**config.mk**
```make
export PLATFORM = sky130hd
export DESIGN_NAME = race_score_display_flat
export DESIGN_NICKNAME = d
export VERILOG_FILES = /design/src/rtl/race_score_display_if.sv /design/src/rtl/race_score_display.sv /design/src/flat_wrapper.sv
export SDC_FILE = /design/constraint.sdc
export NUM_CORES = 1
export LEC_CHECK = 0
export ABC_AREA = 1
export ABC_CLOCK_PERIOD_IN_PS = 5900
export BUFFER_PORTS_ARGS = -buffer_cell sky130_fd_sc_hd__clkbuf_2
export CAP_MARGIN = 10
export CELL_PAD_IN_SITES_DETAIL_PLACEMENT = 1
export CELL_PAD_IN_SITES_GLOBAL_PLACEMENT = 1
export CORE_ASPECT_RATIO = 0.9
export CORE_MARGIN = 2
export CORE_UTILIZATION = 43
export CTS_CLUSTER_SIZE = 14
export DETAILED_ROUTE_END_ITERATION = 16
export GPL_TIMING_DRIVEN = 0
export PLACE_DENSITY = 0.76
export SYNTH_ARGS = -nofsm -noshare
export SYNTH_HDL_FRONTEND = slang
export SYNTH_SLANG_ARGS = --single-unit
```
**constraint.sdc**
```tcl
create_clock -name Clock -period 5.9 [get_ports Clock]
set_input_delay 0.295 -clock Clock [delete_from_list [all_inputs] [get_ports Clock]]
set_output_delay 0.295 -clock Clock [all_outputs]
set_load 0.005 [all_outputs]
```
**src/rtl/race_score_display_if.sv**
```systemverilog
// Signal bundle between the game top level (master) and the race score display (slave).
// bcdValid is a one-cycle strobe with no back-pressure: it is high in the cycle the new hex digits first appear.
interface race_score_display_if;
    logic [7:0] secondsPassed;
    logic       raceFinished;
    logic       showBest;
    logic       clearBest;
    logic [6:0] hex0;
    logic [6:0] hex1;
    logic [6:0] hex2;
    logic [7:0] bestTime;
    logic       newRecord;
    logic       bcdValid;
    logic [1:0] fsm_state;

    modport master (
        output secondsPassed, raceFinished, showBest, clearBest,
        input  hex0, hex1, hex2, bestTime, newRecord, bcdValid, fsm_state
    );

    modport slave (
        input  secondsPassed, raceFinished, showBest, clearBest,
        output hex0, hex1, hex2, bestTime, newRecord, bcdValid, fsm_state
    );
endinterface

```
**src/rtl/race_score_display.sv**
```systemverilog
// Race time / best time display: sequential shift-add-3 binary-to-BCD conversion driving
// three active-low 7-segment digits, plus a best-time record updated on each race finish.
module race_score_display (
    input logic Clock,
    input logic Reset,
    race_score_display_if.slave bus
);
    localparam int WIDTH  = 8;
    localparam int NSHIFT = WIDTH;
    localparam logic [6:0] SEG_BLANK = 7'b1111111;
    localparam logic [6:0] SEG_DASH  = 7'b0111111;

    typedef enum logic [1:0] {IDLE = 2'd0, SHIFT = 2'd1, LATCH = 2'd2} state_t;

    state_t             state, state_next;
    logic [WIDTH+11:0]  shreg, shreg_adj;
    logic [3:0]         cnt;
    logic               cap_sel, last_sel;
    logic [WIDTH-1:0]   cap_val, last_val, src;
    logic               load, shift_en, latch_en;
    logic [6:0]         hex0_q, hex1_q, hex2_q;
    logic [6:0]         hex0_d, hex1_d, hex2_d;
    logic [3:0]         dig_h, dig_t, dig_u;
    logic               dash;
    logic [WIDTH-1:0]   best_q;
    logic               new_record_q, fin_q, valid_q;
    logic               fin_rise, fin_fall;

    function automatic logic [3:0] add3(input logic [3:0] d);
        return (d >= 4'd5) ? d + 4'd3 : d;
    endfunction

    function automatic logic [6:0] seg(input logic [3:0] d);
        case (d)
            4'd0:    return 7'b1000000;
            4'd1:    return 7'b1111001;
            4'd2:    return 7'b0100100;
            4'd3:    return 7'b0110000;
            4'd4:    return 7'b0011001;
            4'd5:    return 7'b0010010;
            4'd6:    return 7'b0000010;
            4'd7:    return 7'b1111000;
            4'd8:    return 7'b0000000;
            4'd9:    return 7'b0010000;
            default: return SEG_BLANK;
        endcase
    endfunction

    always_comb src = bus.showBest ? best_q : bus.secondsPassed;

    always_ff @(posedge Clock) begin
        if (Reset) state <= IDLE;
        else       state <= state_next;
    end

    always_comb begin
        state_next = state;
        load       = 1'b0;
        shift_en   = 1'b0;
        latch_en   = 1'b0;
        case (state)
            IDLE: begin
                if ({bus.showBest, src} != {last_sel, last_val}) begin
                    load       = 1'b1;
                    state_next = SHIFT;
                end
            end
            SHIFT: begin
                shift_en = 1'b1;
                if (cnt == 4'(NSHIFT - 1)) state_next = LATCH;
            end
            LATCH: begin
                latch_en   = 1'b1;
                state_next = IDLE;
            end
            default: state_next = IDLE;
        endcase
    end

    // Only the three BCD nibbles are corrected; the binary part shifts through untouched.
    always_comb begin
        shreg_adj = {add3(shreg[WIDTH+11:WIDTH+8]), add3(shreg[WIDTH+7:WIDTH+4]),
                     add3(shreg[WIDTH+3:WIDTH]), shreg[WIDTH-1:0]};
        dig_h  = shreg[WIDTH+11:WIDTH+8];
        dig_t  = shreg[WIDTH+7:WIDTH+4];
        dig_u  = shreg[WIDTH+3:WIDTH];
        dash   = cap_sel && (cap_val == {WIDTH{1'b1}});
        hex2_d = dash ? SEG_DASH : ((dig_h == 4'd0) ? SEG_BLANK : seg(dig_h));
        hex1_d = dash ? SEG_DASH : ((dig_h == 4'd0 && dig_t == 4'd0) ? SEG_BLANK : seg(dig_t));
        hex0_d = dash ? SEG_DASH : seg(dig_u);
    end

    always_ff @(posedge Clock) begin
        if (Reset) begin
            shreg    <= '0;
            cnt      <= '0;
            cap_sel  <= 1'b0;
            cap_val  <= '0;
            last_sel <= 1'b0;
            last_val <= '0;
            hex0_q   <= 7'b1000000;
            hex1_q   <= SEG_BLANK;
            hex2_q   <= SEG_BLANK;
            valid_q  <= 1'b0;
        end else begin
            valid_q <= 1'b0;
            if (load) begin
                shreg   <= {12'b0, src};
                cnt     <= '0;
                cap_sel <= bus.showBest;
                cap_val <= src;
            end
            if (shift_en) begin
                shreg <= {shreg_adj[WIDTH+10:0], 1'b0};
                cnt   <= cnt + 4'd1;
            end
            if (latch_en) begin
                hex0_q   <= hex0_d;
                hex1_q   <= hex1_d;
                hex2_q   <= hex2_d;
                last_sel <= cap_sel;
                last_val <= cap_val;
                valid_q  <= 1'b1;
            end
        end
    end

    assign fin_rise = bus.raceFinished && !fin_q;
    assign fin_fall = !bus.raceFinished && fin_q;

    // clearBest outranks a finish in the same cycle; a tie with the record is not a new record.
    always_ff @(posedge Clock) begin
        if (Reset) begin
            fin_q        <= 1'b0;
            best_q       <= '1;
            new_record_q <= 1'b0;
        end else begin
            fin_q <= bus.raceFinished;
            if (bus.clearBest) begin
                best_q       <= '1;
                new_record_q <= 1'b0;
            end else if (fin_rise && (bus.secondsPassed < best_q)) begin
                best_q       <= bus.secondsPassed;
                new_record_q <= 1'b1;
            end else if (fin_fall) begin
                new_record_q <= 1'b0;
            end
        end
    end

    assign bus.hex0      = hex0_q;
    assign bus.hex1      = hex1_q;
    assign bus.hex2      = hex2_q;
    assign bus.bestTime  = best_q;
    assign bus.newRecord = new_record_q;
    assign bus.bcdValid  = valid_q;
    assign bus.fsm_state = state;
endmodule

```
**src/flat_wrapper.sv**
```systemverilog
// flat-port wrapper written by rule: the top's interface ports become plain ports
module race_score_display_flat 
  (Clock, Reset, bus_secondsPassed, bus_raceFinished, bus_showBest, bus_clearBest, bus_hex0, bus_hex1, bus_hex2, bus_bestTime, bus_newRecord, bus_bcdValid, bus_fsm_state);
  race_score_display_if bus_i ();
  input logic Clock;
  input logic Reset;
  input wire logic [$bits(bus_i.secondsPassed)-1:0] bus_secondsPassed;
  input wire logic [$bits(bus_i.raceFinished)-1:0] bus_raceFinished;
  input wire logic [$bits(bus_i.showBest)-1:0] bus_showBest;
  input wire logic [$bits(bus_i.clearBest)-1:0] bus_clearBest;
  output wire logic [$bits(bus_i.hex0)-1:0] bus_hex0;
  output wire logic [$bits(bus_i.hex1)-1:0] bus_hex1;
  output wire logic [$bits(bus_i.hex2)-1:0] bus_hex2;
  output wire logic [$bits(bus_i.bestTime)-1:0] bus_bestTime;
  output wire logic [$bits(bus_i.newRecord)-1:0] bus_newRecord;
  output wire logic [$bits(bus_i.bcdValid)-1:0] bus_bcdValid;
  output wire logic [$bits(bus_i.fsm_state)-1:0] bus_fsm_state;
  assign bus_i.secondsPassed = bus_secondsPassed;
  assign bus_i.raceFinished = bus_raceFinished;
  assign bus_i.showBest = bus_showBest;
  assign bus_i.clearBest = bus_clearBest;
  assign bus_hex0 = bus_i.hex0;
  assign bus_hex1 = bus_i.hex1;
  assign bus_hex2 = bus_i.hex2;
  assign bus_bestTime = bus_i.bestTime;
  assign bus_newRecord = bus_i.newRecord;
  assign bus_bcdValid = bus_i.bcdValid;
  assign bus_fsm_state = bus_i.fsm_state;
  race_score_display u_core (.Clock(Clock), .Reset(Reset), .bus(bus_i));
endmodule
```
Yosys cells after proc, flatten, opt, wreduce, memory -nomap -nowiden --
Memories as Yosys holds them, arrays and structs flattened. A register that Yosys moved wholly into a read port is not among the register bits. Index checks and enable logic that the tools add are counted.
Cells by class: multipliers 0, shift operators 0, add/subtract/negate cells 4, equal/unequal tests 7, div/mod/pow operators 0, muxes and demuxes 29, bitwise operators 0, reduce and logical (&&, ||, !) cells 15, $lt $le $gt $ge 4
Operator list (count):
- $mux 20 | 2
- $mux 4 | 10
- $mux 7 | 5
- $ge 4x3->1 const B | 3
- $ne 9x9->1 | 1
- $add 4x2->4 const B | 2
- $eq 8x8->1 const B | 1
- $logic_not 4->1 | 2
- $lt 8x8->1 | 1
- $mux 8 | 1
- $mux 1 | 7
- $logic_and 1x1->1 | 5
- $add 4x1->4 const B | 1
- $eq 4x3->1 const B | 1
- $mux 2 | 2
- $ne 2x1->1 const B | 2
- $pmux 2 s2 | 1
- $reduce_bool 2->1 | 2
- $reduce_or 2->1 | 2
- $add 3x2->3 const B | 1
- $mux 3 | 1
- $eq 2x1->1 const B | 1
- $eq 2x2->1 const B | 1
- $logic_not 1->1 | 2
- other kinds (2) | 2
Storage, ports and cells: memories 3, input port bits 13, latch bits 0, RAM bits 0, bits in registers 76, word-level logic and storage cells 77, ROM bits 336
Memory list:
- (name not given) | words 16, bits a word 7, rd ports 1, clocked after Yosys merged registers in 1, wr ports 0, RTL line race_score_display.sv:34 | case (d)
- (name not given) | words 16, bits a word 7, rd ports 1, clocked after Yosys merged registers in 1, wr ports 0, RTL line race_score_display.sv:34
- (name not given) | words 16, bits a word 7, rd ports 1, clocked after Yosys merged registers in 1, wr ports 0, RTL line race_score_display.sv:34

Logic depth before layout (Yosys ltp) --
word-level depth 8, gate-level depth with buffers 21, mapped depth without buffers 19

Worst setup path after synthesis --
Ideal clock, no wire load.
path type input to register, start input port bus_showBest, end register with a tool-made name, buffers on the path 2, slack 3768 ps, data arrival time 2018 ps, stages on the path 17, path through buf_4 -> nand2_1 -> nand3_1 -> nand2_1 -> nand2_1 -> nor2_2 -> nand3_4 -> nand2_4 -> buf_6 -> nand4_1 -> nand2_1 -> inv_1 -> ha_1 -> inv_1 -> nand3_1 -> nand3_1 -> nand2_1
RTL lines:
- from (decl) | RTL line flat_wrapper.sv:9 | input wire logic [$bits(bus_i.showBest)-1:0] bus_showBest;

==> results.py <==
metrics = {
    "drt": {
        "wire_per_inst_um": 15.7,
        "vias_per_cell": 5.29,
        "drt_iter0_drc": 144,
        "wl_um": 12700,
        "drtPass1Iterations": 4,
        "drcViolationCount": 0,
        "num_vias": 4271,
        "postRouteAntennaNets": 0,
    },
    "timing": {
        "layout_min_cycle_time_ps": 2920,
        "post-route-period-util": 0.496,
        "hold_viol_final": 0,
        "tightestPinTransition_ps": 854,
        "slew_viol_final": 0,
        "setup_viol": 0,
        "hold_slack_ps": 196,
        "max_clock_freq_mhz": 342,
        "relSlewSlack": 0.429,
        "fin_setup_tns_ps": 0,
        "rsz0062_at_grt": "false",
        "clock_skew_ps": 7.06,
    },
    "place": {
        "port_buffers": 44,
        "gp_congestion": 0.853,
        "place_hpwl_um": 9720,
        "dp.cells": 791,
    },
    "clocking": {
        "clk_path_buf_depth": 2,
        "clkTransAtPathRegs_ps": 60,
        "cts_tree": "yes",
        "cts-resized-gates": 0,
        "hold_buffers": 0,
        "clk_latency_ps": 340,
        "cts-root-buf": "clkbuf_16",
        "post-cts-setup-buffer-count": 0,
        "numCtsBuffers": 9,
        "htree_levels": 3,
        "cts_sinks": 97,
    },
    "cells_and_area": {
        "drive_gt1_frac": 0.142,
        "final_nets": 716,
        "stdcell_count": 807,
        "area_growth_pct": 14.4,
        "n_antenna_cell": 0,
    },
    "floorplanning": {
        "die_width_um": 114,
        "fp.dieH_um": 103,
        "rows": 35,
        "io_pins": 46,
        "core_mm2": 0.0104,
        "die_area_mm2": 0.0117,
        "initial_core_util": 0.448,
    },
    "pwr": {
        "clockPowerShare": 0.418,
        "peakVddDrop_mv": 0.158,
        "pwr-share-seq": 0.495,
        "p_switching_uw": 347,
        "combPwrFrac": 0.088,
        "p_int_uw": 1040,
        "switching_share": 0.250,
        "cellPowerDensity_mw_per_mm2": 261,
        "leakage_uw": 0.00266,
    },
    "critical_path": {
        "reg2regPathDepth": 13,
        "cp_data_required_time_ps": 6130,
        "critPathLaunch": "u_core.bus.fsm_state[0]$_SDFFE_PP0P_",
        "arrival_ps": 3160,
        "worst_setup_path_end_kind": "flip-flop",
        "rrSetupSlack_ps": 2980,
        "critPathMaxFanout": 10,
        "rr_startpoint": "u_core.bus.fsm_state[0]$_SDFFE_PP0P_",
        "cp-start-kind": "flip-flop",
        "critical_path_class": "reg -> reg",
    },
    "min_path": {
        "min_from": "bus_raceFinished",
        "hold_class": "in -> reg",
    },
    "yosys": {
        "synth_common_cells": "149 x nand2_1, 97 x dfxtp_1, 76 x inv_1",
        "synth_fp_nets": 661,
        "ys_ff_latch": 97,
        "synth_top_flop_cell": "dfxtp_1",
        "seq_area_frac_synth": 0.418,
        "synth_top_area_share": 0.418,
        "synth_most_common_cell": "nand2_1",
        "synth_edf_count": 0,
        "async_flop_share": 0,
        "yosys.cell_types.count": 39,
        "yosysWarnings": 0,
        "synthesis.area_mm2": 0.00465,
        "yosysTopAreaCell": "dfxtp_1",
        "avgSynthCellArea_um2": 7.52,
        "synth.area.top_cells": "dfxtp_1 42%, nand2_1 12%, ha_1 8.1%",
        "syn_inst": 618,
    },
    "job": {
        "maxCapViolCount": 0,
    },
    "status": {
        "outcome": "complete, no violations",
    },
    "global_route": {
        "grt_pass1_vias": 4244,
        "antenna_found_initial": 0,
        "grt_pass1_wl_um": 21100,
        "grt.overflow.total": 0,
        "grt_usage": 0.230,
        "grt_max_degree": 16,
    },
}
==> how the worst min path moves through the flow <==
stage / end / cells past startpoint
5_1_grt: u_core.fin_q$_SDFF_PP0_ / 3
2_1_floorplan: u_core.bus.hex2[0]$_SDFFE_PP1P_ / 2
3_3_place_gp: u_core.bus.hex2[2]$_SDFFE_PP1P_ / 2
4_1_cts: u_core.fin_q$_SDFF_PP0_ / 3
3_5_place_dp: u_core.bus.hex2[5]$_SDFFE_PP1P_ / 2
6_report: u_core.fin_q$_SDFF_PP0_ / 3
==> metrics by stage <==
step | setup WS, ps | cell area, um^2 | total power, uW | utilization
finish | 2980 | 5320 | 1390 | 0.512
global route | 2690 | 5320 | 1450 | 0.512
CTS | 2990 | 5320 | 1400 | 0.512
detailed placement | 3010 | 5030 | 822 | 0.485
global placement | 3110 | 5030 | 817 | 0.485
floorplan | 3770 | 4650 | 778 | -
==> layout by cell type, fill, tap and decap left out, types with 2 or more instances in the layout <==
| cell | instances |
|---|---|
| o221ai_1 | 6 |
| inv_1 | 76 |
| ha_1 | 30 |
| o21ai_2 | 3 |
| buf_1 | 2 |
| a31oi_1 | 9 |
| nand2_1 | 149 |
| buf_4 | 2 |
| inv_2 | 5 |
| o22ai_1 | 7 |
| nand2_4 | 2 |
| nor2_1 | 18 |
| clkbuf_2 | 44 |
| buf_6 | 2 |
| o211ai_1 | 10 |
| clkinv_2 | 2 |
| a21oi_1 | 41 |
| nand4_1 | 9 |
| o21ai_0 | 31 |
| dfxtp_1 | 97 |
| nor2_2 | 2 |
| clkbuf_1 | 16 |
| buf_2 | 3 |
| nand2_2 | 14 |
| nand3_1 | 70 |
| clkbuf_16 | 9 |
==> layer usage <==
layer,part of all wire,up-vias,GRT usage
met2,0.45,51,0.377
met4,0.0081,0,0.0535
met5,0,-,0
met1,0.52,2059,0.322
li1,-,2152,-
met3,0.023,9,0.0370
==> power groups by stage <==
stage	registers [uW]	logic (uW)	clock network (uW)
after floorplan	697	80.7	0
after global placement	699	118	0
after detailed placement	700	121	0
after CTS	686	123	591
after global routing	687	139	619
final	686	122	579
==> layout make-up <==
type	count	area, um^2
clock buffers	11	233
plain buffers	23	113
repair buffers	44	220
flip-flops and latches	97	1940
well taps	129	161
clock inverters	5	56.3
inverters	81	304
multi-input cells	417	2290
fillers	1334	5060
==> critical path: stages (launching register included) <==
cell and delay (ps):
dfxtp_1 390, inv_1 80, nor2_1 420, inv_1 180, clkbuf_1 310, nor2_1 360
o211ai_1 180, nand2_1 190, inv_1 110, ha_1 280, inv_1 90, nand3_1 80
nand3_1 120, nand2_1 50
==> logic make-up (layout without fill, tap and decap cells) <==
family,count (synthesis),after routing,share of synthesized area
compound gates,115,115,0.146
xor+xnor,2,2,0.00377
flops,97,97,0.418
fa+ha+maj,30,30,0.0808
buf+inv,104,164,0.0897
simple gates,270,270,0.262
Note: power is estimated with default switching activity, not from simulation.
